==> src/rtl/face_detect_mac_pkg.sv <==
`default_nettype none
// ============================================================================
// Module      : face_detect_mac_pkg
// Description : Shared constants, helper function and sideband type for the
//               face-detect multiply-accumulate pipeline.
// Revision    : 1.0 - initial parametrised release
// ============================================================================
package face_detect_mac_pkg;

  // Shallowest pipeline that still has separate operand, product and
  // output registers.
  localparam int MIN_STAGE = 3;

  // Width of the full, unclipped product of an a_w x b_w multiply.
  function automatic int ext_prod_w(input int a_w, input int b_w);
    return a_w + b_w;
  endfunction

  // Control bits that travel alongside the operands/product.
  typedef struct packed {
    logic valid;
    logic acc;
    logic last;
  } side_t;

endpackage
`default_nettype wire

==> src/rtl/face_detect_mac_mul_pipe.sv <==
`default_nettype none
// ============================================================================
// Module      : face_detect_mac_mul_pipe
// Description : Pipelined a x b multiplier of DEPTH registers (operand stage,
//               product stage, then DEPTH-2 delay stages). Operands are
//               sign- or zero-extended to the full product width before the
//               multiply, so mixed signedness needs no special casing.
// Revision    : 1.0 - initial parametrised release
// ============================================================================
module face_detect_mac_mul_pipe
  import face_detect_mac_pkg::*;
#(
  parameter int A_W      = 16,
  parameter int B_W      = 7,
  parameter int DEPTH    = 3,
  parameter int A_SIGNED = 0,
  parameter int B_SIGNED = 0
) (
  input  logic                          clk,
  input  logic                          reset,
  input  logic                          ce,
  input  logic [A_W-1:0]                a,
  input  logic [B_W-1:0]                b,
  output logic [ext_prod_w(A_W,B_W)-1:0] p
);

  localparam int c_prod_w = ext_prod_w(A_W, B_W);
  localparam int c_dly    = DEPTH - 1;

  logic [A_W-1:0]      r_a;
  logic [B_W-1:0]      r_b;
  logic [c_prod_w-1:0] w_a_ext;
  logic [c_prod_w-1:0] w_b_ext;
  logic [c_prod_w-1:0] w_prod;
  logic [c_prod_w-1:0] r_p [c_dly];

  assign w_a_ext = {{B_W{(A_SIGNED != 0) & r_a[A_W-1]}}, r_a};
  assign w_b_ext = {{A_W{(B_SIGNED != 0) & r_b[B_W-1]}}, r_b};
  assign w_prod  = w_a_ext * w_b_ext;

  // Operand register, product register and delay line, all gated by ce.
  always_ff @(posedge clk) begin
    if (reset) begin
      r_a <= '0;
      r_b <= '0;
      for (int i = 0; i < c_dly; i++) r_p[i] <= '0;
    end else if (ce) begin
      r_a    <= a;
      r_b    <= b;
      r_p[0] <= w_prod;
      for (int i = 1; i < c_dly; i++) r_p[i] <= r_p[i-1];
    end
  end

  assign p = r_p[c_dly-1];

endmodule
`default_nettype wire

==> src/rtl/face_detect_mac_pipe.sv <==
`default_nettype none
// ============================================================================
// Module      : face_detect_mac_pipe
// Description : Pipelined multiply-accumulate with valid/ready handshake.
//               Emits the per-beat product and a running per-window sum that
//               restarts on in_acc = 0 or on the beat after in_last.
//               Optional macro FACE_DETECT_MAC_SAT_EN: saturating accumulate
//               plus a sticky per-window out_sat flag.
// Revision    : 1.0 - initial parametrised release
// ============================================================================
module face_detect_mac_pipe
  import face_detect_mac_pkg::*;
#(
  parameter int A_W       = 16,
  parameter int B_W       = 7,
  parameter int P_W       = 22,
  parameter int ACC_W     = 32,
  parameter int NUM_STAGE = 4,
  parameter int A_SIGNED  = 0,
  parameter int B_SIGNED  = 0
) (
  input  logic             clk,
  input  logic             reset,
  input  logic             in_valid,
  output logic             in_ready,
  input  logic [A_W-1:0]   in_a,
  input  logic [B_W-1:0]   in_b,
  input  logic             in_acc,
  input  logic             in_last,
  output logic             out_valid,
  input  logic             out_ready,
  output logic [P_W-1:0]   out_prod,
  output logic [ACC_W-1:0] out_acc,
  output logic             out_last,
  output logic             busy
`ifdef FACE_DETECT_MAC_SAT_EN
  ,
  output logic             out_sat
`endif
);

  localparam int c_stage  = (NUM_STAGE < MIN_STAGE) ? MIN_STAGE : NUM_STAGE;
  localparam int c_side_n = c_stage - 1;
  localparam int c_prod_w = ext_prod_w(A_W, B_W);
  localparam bit c_signed = (A_SIGNED != 0) || (B_SIGNED != 0);

  logic                w_adv;
  side_t               r_side [c_side_n];
  side_t               w_tail;
  logic [c_prod_w-1:0] w_prod_full;
  logic [P_W-1:0]      w_prod_p;
  logic [ACC_W-1:0]    w_prod_acc;
  logic [ACC_W-1:0]    w_base;
  logic [ACC_W-1:0]    w_next;
  logic                w_new;
  logic                r_out_valid;
  logic                r_out_last;
  logic [P_W-1:0]      r_out_prod;
  logic [ACC_W-1:0]    r_run;
  logic                r_clr_pending;

  // Whole pipeline freezes only when the output holds an unconsumed beat.
  assign w_adv    = ~(r_out_valid & ~out_ready);
  assign in_ready = w_adv & ~reset;
  assign w_tail   = r_side[c_side_n-1];

  face_detect_mac_mul_pipe #(
    .A_W      (A_W),
    .B_W      (B_W),
    .DEPTH    (c_stage - 1),
    .A_SIGNED (A_SIGNED),
    .B_SIGNED (B_SIGNED)
  ) u_mul (
    .clk   (clk),
    .reset (reset),
    .ce    (w_adv),
    .a     (in_a),
    .b     (in_b),
    .p     (w_prod_full)
  );

  // Product resized to P_W: truncate, pass through, or extend.
  generate
    if (P_W < c_prod_w) begin : g_pext_trunc
      logic w_unused_prod_hi;
      assign w_unused_prod_hi = ^w_prod_full[c_prod_w-1:P_W];
      assign w_prod_p         = w_prod_full[P_W-1:0];
    end else if (P_W == c_prod_w) begin : g_pext_same
      assign w_prod_p = w_prod_full;
    end else begin : g_pext_wide
      assign w_prod_p = {{(P_W-c_prod_w){c_signed & w_prod_full[c_prod_w-1]}}, w_prod_full};
    end
  endgenerate

  // Product extended to the accumulator width.
  generate
    if (ACC_W > P_W) begin : g_aext_wide
      assign w_prod_acc = {{(ACC_W-P_W){c_signed & w_prod_p[P_W-1]}}, w_prod_p};
    end else begin : g_aext_same
      assign w_prod_acc = w_prod_p;
    end
  endgenerate

  assign w_new  = ~w_tail.acc | r_clr_pending;
  assign w_base = w_new ? '0 : r_run;

`ifdef FACE_DETECT_MAC_SAT_EN
  logic [ACC_W:0] w_sum_x;
  logic           w_clip;
  logic           r_sat;

  // Saturating add: signed overflow clamps to max/min, unsigned carry to max.
  always_comb begin
    w_sum_x = {1'b0, w_base} + {1'b0, w_prod_acc};
    w_next  = w_sum_x[ACC_W-1:0];
    w_clip  = 1'b0;
    if (c_signed) begin
      if ((w_base[ACC_W-1] == w_prod_acc[ACC_W-1]) && (w_next[ACC_W-1] != w_base[ACC_W-1])) begin
        w_clip = 1'b1;
        w_next = w_base[ACC_W-1] ? {1'b1, {(ACC_W-1){1'b0}}} : {1'b0, {(ACC_W-1){1'b1}}};
      end
    end else if (w_sum_x[ACC_W]) begin
      w_clip = 1'b1;
      w_next = '1;
    end
  end

  // Sticky clip flag, restarted together with the running sum.
  always_ff @(posedge clk) begin
    if (reset) begin
      r_sat <= 1'b0;
    end else if (w_adv && w_tail.valid) begin
      r_sat <= (r_sat & ~w_new) | w_clip;
    end
  end

  assign out_sat = r_sat;
`else
  assign w_next = w_base + w_prod_acc;
`endif

  // Sideband shift register kept in lock-step with the multiplier stages.
  always_ff @(posedge clk) begin
    if (reset) begin
      for (int i = 0; i < c_side_n; i++) r_side[i] <= '0;
    end else if (w_adv) begin
      r_side[0] <= side_t'{valid: in_valid, acc: in_acc, last: in_last};
      for (int i = 1; i < c_side_n; i++) r_side[i] <= r_side[i-1];
    end
  end

  // Output stage; the running sum doubles as out_acc since both update together.
  always_ff @(posedge clk) begin
    if (reset) begin
      r_out_valid   <= 1'b0;
      r_out_last    <= 1'b0;
      r_out_prod    <= '0;
      r_run         <= '0;
      r_clr_pending <= 1'b0;
    end else if (w_adv) begin
      r_out_valid <= w_tail.valid;
      r_out_last  <= w_tail.valid & w_tail.last;
      if (w_tail.valid) begin
        r_out_prod    <= w_prod_p;
        r_run         <= w_next;
        r_clr_pending <= w_tail.last;
      end
    end
  end

  // Busy while any stage, including the output, holds a beat.
  always_comb begin
    busy = r_out_valid;
    for (int i = 0; i < c_side_n; i++) busy = busy | r_side[i].valid;
  end

  assign out_valid = r_out_valid;
  assign out_last  = r_out_last;
  assign out_prod  = r_out_prod;
  assign out_acc   = r_run;

endmodule
`default_nettype wire

==> config.mk <==
export PLATFORM = sky130hd
export DESIGN_NAME = face_detect_mac_pipe
export DESIGN_NICKNAME = d
export VERILOG_FILES = /design/src/rtl/face_detect_mac_pkg.sv /design/src/rtl/face_detect_mac_mul_pipe.sv /design/src/rtl/face_detect_mac_pipe.sv
export SDC_FILE = /design/constraint.sdc
export NUM_CORES = 1
export LEC_CHECK = 0
export CORE_MARGIN = 8
export CORE_UTILIZATION = 33
export DETAILED_ROUTE_END_ITERATION = 8
export PLACE_DENSITY = 0.51
export SLEW_MARGIN = 0
export SYNTH_ARGS = -nofsm -noshare
export SYNTH_HDL_FRONTEND = slang
export SYNTH_SLANG_ARGS = --single-unit
==> constraint.sdc <==
create_clock -name clk -period 11.1 [get_ports clk]
set_clock_uncertainty 0.1 [all_clocks]
set_input_delay 1.665 -clock clk [delete_from_list [all_inputs] [get_ports clk]]
set_output_delay 1.665 -clock clk [all_outputs]
set_load 0.01 [all_outputs]
After elaboration in Yosys (flattened, before gate mapping)
Memory sizes are Yosys's and may differ from the RTL's.
Cells that the tools add are included.
{"block": "totals", "reg_bits": 80, "ram_bits": 55, "in_bits": 29, "out_inout_bits": 58, "elab_cells": 39, "n_memories": 2}
{"block": "classes", "add_sub_neg": 1, "mul": 1, "mux": 11, "bitwise_logic": 16, "n_reduce_logical": 1}
{"memory": "u_mul.r_p", "depth": 2, "word_bits": 23, "rd": 2, "rd_ports_with_merged_regs": 0, "wr": 2, "line": "face_detect_mac_mul_pipe.sv:35", "source": "logic [c_prod_w-1:0] r_p [c_dly];"}
{"memory": "r_side", "depth": 3, "word_bits": 3, "rd": 3, "rd_ports_with_merged_regs": 0, "wr": 3, "line": "face_detect_mac_pipe.sv:48", "source": "side_t r_side [c_side_n];"}
{"operator": "$mux W23", "count": 2}
{"operator": "$add A32 B22 Y32", "count": 1}
{"operator": "$mux W32", "count": 1}
{"operator": "$mul A16 B7 Y23", "count": 1}
{"operator": "$mux W3", "count": 3}
{"operator": "$or A1 B1 Y1", "count": 9}
{"operator": "$mux W1", "count": 5}
{"operator": "$not A1 Y1", "count": 4}
{"operator": "$and A1 B1 Y1", "count": 3}
{"operator": "$reduce_and A2 Y1", "count": 1}

Logic depth before layout (Yosys ltp)
Gate-level depths: netlist of the first run.
{"block": "logic_depth", "word_depth": 6, "ltp_mapped": 17, "depth_no_buf": 17}

By module
Synthesis of the first run repeated with hierarchy kept, for this count alone.
{"block": "hier_totals", "cells_unflattened": 1096, "area_unflattened_um2": 10045.9}
{"mod": "face_detect_mac_mul_pipe", "instances": 1, "cells_per_inst": 602, "area_each_um2": 6163.4, "seq_area_each_um2": 1841.8}
{"mod": "face_detect_mac_pipe", "instances": 1, "cells_per_inst": 494, "area_each_um2": 3882.5, "seq_area_each_um2": 1411.4}

Worst setup path before layout of the first run
No wires, ideal clock.
{"block": "synth_path", "kind": "reg-to-reg", "from": "reg u_mul.r_b[6]", "to": "mem u_mul.r_p[0][21] (netlist name) (data pin)", "t_arrival_ns": 4.659, "required_time_ns": 10.735, "path_slack_ns": 6.076, "stages_incl_launch_ff": 18, "period_less_slack_ns": 5.024, "cell_sequence": "dfxtp_1 -> clkbuf_1 -> nand2_1 -> fa_1 -> fa_1 -> inv_1 -> fa_1 -> inv_1 -> fa_1 -> inv_1 -> ha_1 -> o21a_1 -> o21a_1 -> o221ai_1 -> o21ai_1 -> a2111oi_0 -> or3_1 -> a21oi_1"}
{"item": "start: declaration", "line": "face_detect_mac_mul_pipe.sv:31", "source": "logic [B_W-1:0] r_b;"}
{"item": "start signal: assignment", "line": "face_detect_mac_mul_pipe.sv:45", "source": "r_b <= '0;"}
{"item": "start signal: assignment", "line": "face_detect_mac_mul_pipe.sv:49", "source": "r_b <= b;"}
{"item": "end: declaration", "line": "face_detect_mac_mul_pipe.sv:35"}

Worst setup path after layout of the first run
{"block": "layout_path", "from": "in out_ready", "to": "out in_ready"}
{"block": "layout_via", "elab_chain_cells": 4}
{"item": "start: declaration", "line": "face_detect_mac_pipe.sv:31", "source": "input logic out_ready,"}
{"item": "$not A1 Y1", "line": "face_detect_mac_pipe.sv:63", "source": "assign w_adv = ~(r_out_valid & ~out_ready);"}
{"item": "$and A1 B1 Y1", "line": "face_detect_mac_pipe.sv:63"}
{"item": "$not A1 Y1 (no line)"}
{"item": "$and A1 B1 Y1", "line": "face_detect_mac_pipe.sv:64", "source": "assign in_ready = w_adv & ~reset;"}
{"item": "end: declaration", "line": "face_detect_mac_pipe.sv:25", "source": "output logic in_ready,"}
No other way between the ends.

==> metrics.md, run 1 <==
| Metric | Value |
|---|---|
| VDD IR max | `0.08299 mV` |
| Hold Buf Count CTS | `0` |
| RePlAce Congestion | `0.8501` |
| Largest net degree at the start of global routing | `69` |
| Max_cap viols | `0` |
| DR vias/cell | `4.862` |
| Number of synthesized register bits | `133` |
| Clock Latency Late Sink | `0.43 ns` |
| Synthesized area | `9544 um2` |
| Hold path start | `out_prod[12]` |
| Top cells by area, synth | `dfxtp_1 (17%), edfxtp_1 (17%), fa_1 (14%)` |
| Most common cell after layout, fill and taps aside | `and2_1` |
| Final setup fails | `0` |
| Die width | `186.1 um` |
| DR pass1 iterations | `4` |
| Sequential area share after synthesis | `33.46%` |
| FFs w/ async S/R, synth | `0%` |
| GR Overflow Total | `0` |
| Crit path cell chain | `clkdlybuf4s50_1, nand2b_1, nand2b_1, inv_2, buf_4, clkdlybuf4s50_1` |
| Starting DRT DRC Count | `375` |
| Final hold vios | `0` |
| Worst-Margin Slew | `1.076 ns` |
| Final core utilization | `39.77%` |
| Total GRT Usage | `13.75%` |
| Die height | `186.1 um` |
| CP endpoint kind | `output port` |
| Top_reg_cell synth | `dfxtp_1` |
| H-tree depth | `4` |
| CTS tree | `done` |
| Synth top area share | `16.78%` |
| Vias | `7,206` |
| Post-synthesis cell type count | `62` |
| Sink Count | `133` |
| Reg-to-Reg End | `u_mul.r_p[0][19]` |
| Yosys top cell by area | `dfxtp_1` |
| Combinational cell fraction of total power | `14.7%` |
| CP arrival | `4.11 ns` |
| PwrDens | `119.6 nW/um2` |
| Layout area overhead | `19.27%` |
| Pins over their slew limit | `0` |
| HP Class | `reg2reg` |
| RSZ-0062 raised after global routing | `no` |
| CORE AREA | `28,630 um2` |
| Switch share | `28.14%` |
| Worst Hold Depth | `2` |
| Post-CTS Resized | `0` |
| Ys Warns | `0` |
| # port buffers | `86` |
| Fin Setup TNS | `0 ns` |
| ANT cells | `0` |
| Net Switching | `382.9 uW` |
| First-pass GRT wire length | `38,250 um` |
| Clock root buffer | `clkbuf_16` |
| Total CTS buffers | `17` |
| R2R Path Start | `u_mul.r_b[5]` |
| Nets | `1,244` |
| Max FO, Critical Path | `68` |
| Final ANT Viol Nets | `0` |
| Outcome | `completed` |
| Layout cell share with drive strength beyond 1 | `5.282%` |
| FF-to-FF setup slack | `5.62 ns` |
| FMAX | `170.1 MHz` |
| Int Pwr | `978.1 uW` |
| Syn Area/Cell | `9.385 um2` |
| Crit-path max cell delay | `0.67 ns` |
| CP Class | `in2out` |
| Initial antenna violation count | `0` |
| Dpl hpwl | `16,590 um` |
| Row cnt | `62` |
| Routed WL per cell | `15.36 um` |
| Residual DRC | `0` |
| Max Root-Sink Buffers | `2` |
| Setup bufs post-CTS | `0` |
| Worst Hold Endpoint | `out_prod[12]` |
| Worst EP required | `9.34 ns` |
| Clk slew on worst S/H paths | `0.06 ns` |
| Worst slew margin | `28.15%` |
| Worst r2r path cells | `16` |
| Initial Util | `33.34%` |
| Post-Syn Instances | `1,017` |
| Die area | `34,620 um2` |
| Reg power frac | `41.5%` |
| Final period utilization | `52.96%` |
| Clock share of power | `43.7%` |
| Critical-path top delay cell | `clkdlybuf4s50_1` |
| Min Tclk post-route | `5.879 ns` |
| Leak | `4.958 nW` |
| Syn nets | `1,176` |
| CP Launch Type | `primary input` |
| Vias in the first global route | `7,453` |
| Post-synth EDFFs | `53` |
| # IOs | `87` |
| DRT Wirelength | `22,760 um` |
| Most frequent cells in the layout | `and2_1 (134), nand2_1 (130), clkdlybuf4s50_1 (85), inv_1 (82), dfxtp_1 (80)` |
[sequential cells by signal, summed over array words and instances (netlist names)]
| name | cells |
|---|---|
| out_acc | 32 |
| out_last | 1 |
| out_prod | 22 |
| out_valid | 1 |
| r_clr_pending | 1 |
| r_side | 9 |
| u_mul.r_a | 16 |
| u_mul.r_b | 7 |
| u_mul.r_p | 44 |
[routing by layer]
layer	up-vias	GRT usage (%)	share of wire, %
li1	3633	-	-
met1	3430	17.88	48
met2	120	22.60	46
met3	23	2.772	4.1
met4	0	4.382	1.6
met5	-	0	0
[synthesized netlist by cell type, types with 7 or more instances]
library cell,number
edfxtp_1,53
o211ai_1,9
fa_1,69
nand3_1,17
clkbuf_1,42
nor3b_1,7
a31oi_1,8
nor2_1,38
ha_1,61
inv_1,84
and2_1,134
a22o_1,24
o21ai_0,18
xor2_1,11
o21a_1,12
dfxtp_1,80
and3_1,11
a21oi_1,68
nor3_1,7
a21o_1,24
a211oi_1,14
nand2_1,131
xnor2_1,11
[critical path: cells and delay by family]
family	cells	cell delay, ns
and+or+nand+nor	2	0.70
buffers and inverters	4	1.73
[per-stage QoR]
stage	power [mW]	hold WS [ns]	instance area (um2)	instances	setup slack, ns
floorplan	0.7154	0.3446	9544	1017	6.076
global placement	0.7779	0.3441	10770	1450	5.144
detailed placement	0.7784	0.3485	10770	1450	5.138
finish	1.361	0.3562	11380	1482	5.221
global route	1.430	0.3891	11380	1482	4.975
CTS	1.380	0.3576	11380	1482	5.126
[how the worst max path moves through the flow]
stage                  from               end  cells after the start  slack [ns]
6_report          out_ready          in_ready                      6        5.22
5_1_grt           out_ready          in_ready                      6        4.98
4_1_cts           out_ready          in_ready                      6        5.13
3_5_place_dp      out_ready          in_ready                      6        5.14
3_3_place_gp      out_ready          in_ready                      6        5.14
2_1_floorplan  u_mul.r_b[6]  u_mul.r_p[0][21]                     17        6.08
[layout make-up]
cell class / instances / area, um2
fillers: 2865 / 17240
multi-input cells: 757 / 5882
flip-flops and latches: 133 / 3193
repair buffers: 92 / 900.9
well taps: 384 / 480.5
clock buffers: 18 / 450.4
inverters: 84 / 315.3
clock inverters: 14 / 161.4
[kinds of logic after synthesis]
group,after synthesis,synth area share [%]
simple gates,384,20.92
compound gates,220,16.03
mux,1,0.1049
flops,133,33.46
xor+xnor,22,2.019
fa+ha+maj,130,22.47
buf+inv,127,4.995
[power by group through the flow]
stage               registers, mW  logic [mW]  clock network [mW]
floorplan                   0.562       0.153                   0
global placement            0.577       0.201                   0
detailed placement          0.577       0.202                   0
CTS                         0.566       0.204               0.610
global route                0.570       0.231               0.629
finish                      0.565       0.201               0.595
Power figures use the tool's default switching activity.
==> run 2, diff against run 1 <==
PLACE_DENSITY = 0.53   (was 0.51)
clock period = 5.13 ns   (was 11.1 ns; I/O delays follow)
==> run 2 against run 1 <==
  * Register-to-register slack lost 5.4 ns
  * Flip-flop and latch count is the same
  * First-iteration DRC count shrank 8.3%
  * Sequential power grew 110%
  * Core utilization grew 0.40 points
  * Worst hold slack lost 0.0025 ns
  * Critical path depth grew 11
  * Cell area grew 1.0%
  * Clock-buffer cell count is the same
  * Clock power grew 110%
  * Setup slack lost 5.0 ns
  * Combinational power grew 130%
==> metrics.md, run 2 (synthesis results as in run 1) <==
| Metric | Value |
|---|---|
| H-tree depth | `4 (unchanged)` |
| DRT Wirelength | `22,860 um (was 22,760 um)` |
| Placed inst area | `10,890 um2 (was 10,770 um2)` |
| Routed WL per cell | `15.26 um (was 15.36 um)` |
| Vias in the first global route | `7,423 (was 7,453)` |
| Starting DRT DRC Count | `344 (was 375)` |
| Setup bufs post-CTS | `0 (unchanged)` |
| GR Util met1 | `18.35% (was 17.88%)` |
| Largest Register | `u_mul.r_p (unchanged)` |
| Pins over their slew limit | `0 (unchanged)` |
| Crit-path max cell delay | `0.53 ns (was 0.67 ns)` |
| FMAX | `202.8 MHz` |
| # port buffers | `86 (unchanged)` |
| CP Launch Type | `flip-flop (was primary input)` |
| Nets | `1,260 (was 1,244)` |
| ANT cells | `0 (unchanged)` |
| Clock Latency Late Sink | `0.42 ns (was 0.43 ns)` |
| Total CTS buffers | `17 (unchanged)` |
| Total GRT Usage | `13.74% (was 13.75%)` |
| Final setup fails | `0 (unchanged)` |
| R2R Path Start | `u_mul.r_a[3] (was u_mul.r_b[5])` |
| Reg-to-Reg End | `u_mul.r_p[0][21] (was u_mul.r_p[0][19])` |
| Final WS setup | `0.1985 ns (was 5.221 ns)` |
| RePlAce Congestion | `0.8439 (was 0.8501)` |
| Final Cell Area | `11,500 um2 (was 11,380 um2)` |
| GR Overflow Total | `0 (unchanged)` |
| Worst Hold Depth | `2 (unchanged)` |
| Max_cap viols | `0 (unchanged)` |
| Met2 Use GR | `22.69% (was 22.60%)` |
| Min Tclk post-route | `4.931 ns` |
| Hold path start | `out_prod[19] (was out_prod[12])` |
| Clk slew on worst S/H paths | `0.07 ns (was 0.06 ns)` |
| Max Root-Sink Buffers | `2 (unchanged)` |
| FF-to-FF setup slack | `0.20 ns (was 5.62 ns)` |
| CORE AREA | `28,630 um2 (unchanged)` |
| CP Class | `reg2reg (was in2out)` |
| Most common cell after layout, fill and taps aside | `and2_1 (unchanged)` |
| Layout area overhead | `20.48% (was 19.27%)` |
| Filler cell count | `2,889 (was 2,865)` |
| DR vias/cell | `4.829 (was 4.862)` |
| Initial Util | `33.34% (unchanged)` |
| HP Class | `reg2reg (unchanged)` |
| Final hold vios | `0 (unchanged)` |
| Leak | `5.023 nW (was 4.958 nW)` |
| Critical-path top delay cell | `fa_1 (was clkdlybuf4s50_1)` |
| DR pass1 iterations | `4 (unchanged)` |
| Die width | `186.1 um (unchanged)` |
| Dpl hpwl | `17,230 um (was 16,590 um)` |
| Worst-Margin Slew | `0.7548 ns (was 1.076 ns)` |
| Largest net degree at the start of global routing | `68 (was 69)` |
| Row cnt | `62 (unchanged)` |
| Residual DRC | `0 (unchanged)` |
| VDD IR max | `0.2288 mV (was 0.08299 mV)` |
| Worst slew margin | `49.50% (was 28.15%)` |
| Post-placement setup slack | `0.1331 ns (was 5.138 ns)` |
| Worst r2r path cells | `17 (was 16)` |
| PwrDens | `253.0 nW/um2 (was 119.6 nW/um2)` |
| First-pass GRT wire length | `38,340 um (was 38,250 um)` |
| CP endpoint kind | `flip-flop (was output port)` |
| GR Layer Usage met3 | `2.791% (was 2.772%)` |
| CTS tree | `done (unchanged)` |
| # IOs | `87 (unchanged)` |
| Outcome | `completed (unchanged)` |
| Worst EP required | `5.20 ns (was 9.34 ns)` |
| Initial antenna violation count | `0 (unchanged)` |
| Cells after DPL | `1,466 (was 1,450)` |
| Non-filler cells in the finished layout | `1,498 (was 1,482)` |
| Final ANT Viol Nets | `0 (unchanged)` |
| Max FFs per register | `44 (unchanged)` |
| Final period utilization | `96.13%` |
| CP arrival | `5.00 ns (was 4.11 ns)` |
| Die area | `34,620 um2 (unchanged)` |
| Layout cell share with drive strength beyond 1 | `7.092% (was 5.282%)` |
| Die height | `186.1 um (unchanged)` |
| Max FO, Critical Path | `8 (was 68)` |
| Top Usage Layer GRT | `met2 (unchanged)` |
| Crit path cell chain | `and2_1, fa_1, inv_1, fa_1, inv_1, fa_1, inv_1, fa_1, inv_1, ha_1, o21a_1, o21a_1, o221ai_1, o21ai_1, a2111oi_1, or3_1, a21oi_1 (was clkdlybuf4s50_1, nand2b_1, nand2b_1, inv_2, buf_4, clkdlybuf4s50_1)` |
| Sink Count | `133 (unchanged)` |
| Worst Hold Endpoint | `out_prod[19] (was out_prod[12])` |
| Vias | `7,234 (was 7,206)` |
| Clock root buffer | `clkbuf_16 (unchanged)` |
| Most frequent cells in the layout | `and2_1 (134), nand2_1 (130), clkdlybuf4s50_1 (85), inv_1 (82), dfxtp_1 (76) (was and2_1 (134), nand2_1 (130), clkdlybuf4s50_1 (85), inv_1 (82), dfxtp_1 (80))` |
-- run 2: changes by cell type in the layout (fill, tap and decap cells not counted), moves of 2 or more --
cell       delta
a21oi_2       +2
clkinv_4      +2
clkinv_2      -2
dfxtp_1       -4
a21oi_1       -2
dfxtp_2       +4
buf_4        +16
a2111oi_1     +2
a2111oi_0     -2
-- run 2: worst max-delay path by stage --
stage,startpoint,endpoint,slack [ns],cells after the start
4_1_cts,u_mul.r_b[3],u_mul.r_p[0][19],0.12,17
3_3_place_gp,u_mul.r_b[4],u_mul.r_p[0][19],0.16,16
5_1_grt,u_mul.r_a[3],u_mul.r_p[0][21],-0.01,17
3_5_place_dp,u_mul.r_b[3],u_mul.r_p[0][19],0.13,17
6_report,u_mul.r_a[3],u_mul.r_p[0][21],0.20,17
2_1_floorplan,u_mul.r_b[6],u_mul.r_p[0][21],0.11,17
-- run 2: critical path, delay by kind of cell (launching register included) --
family	cells	cell delay (ns)
AND/OR/NAND/NOR	2	0.37
AO/OA/AOI/OAI	6	1.28
flip-flops	1	0.38
adder cells (fa/ha/maj)	5	2.34
buffers and inverters	4	0.20
-- run 2: repair_timing --
| item | 4_1_cts | 5_1_grt |
|---|---|---|
| hold buffers | 0 | 0 |
| endpoints found under the hold margin | 0 | 0 |
| setup endpoints to repair | 0 | 5 |
| resized for setup | 0 | 8 |
-- run 2: area by class of cell --
type	count	area, um2	area share, %
multi-input combinational	757	5892	51.24
tap	384	480.5	4.178
clock inverter	14	141.4	1.230
sequential	133	3198	27.81
timing repair buffer	108	1021	8.879
clock buffer	18	450.4	3.917
inverter	84	315.3	2.742
-- run 2: metrics by stage --
stage / TNS (ns) / power (mW) / hold slack (ns) / util (%)
after floorplan: 0 / 1.548 / 0.3446 / -
after global placement: 0 / 1.694 / 0.3445 / 38.05
after detailed placement: 0 / 1.697 / 0.3494 / 38.05
after CTS: 0 / 2.949 / 0.3584 / 40.12
after global routing: -0.009893 / 3.067 / 0.3783 / 40.17
final: 0 / 2.909 / 0.3538 / 40.17
-- run 2: report_power, final --
group | switching [mW] | leakage, nW | internal (mW) | total, mW
clock | 0.526 | 0.290 | 0.711 | 1.24
sequential | 0.0471 | 1.29 | 1.17 | 1.21
combinational | 0.256 | 3.45 | 0.203 | 0.459
-- run 2: per-layer routing --
metal | up-vias | wire length, um
li1 | 3669 | -
met4 | 0 | 148
met2 | 122 | 10570
met3 | 13 | 845
met1 | 3430 | 11290
met5 | - | 0
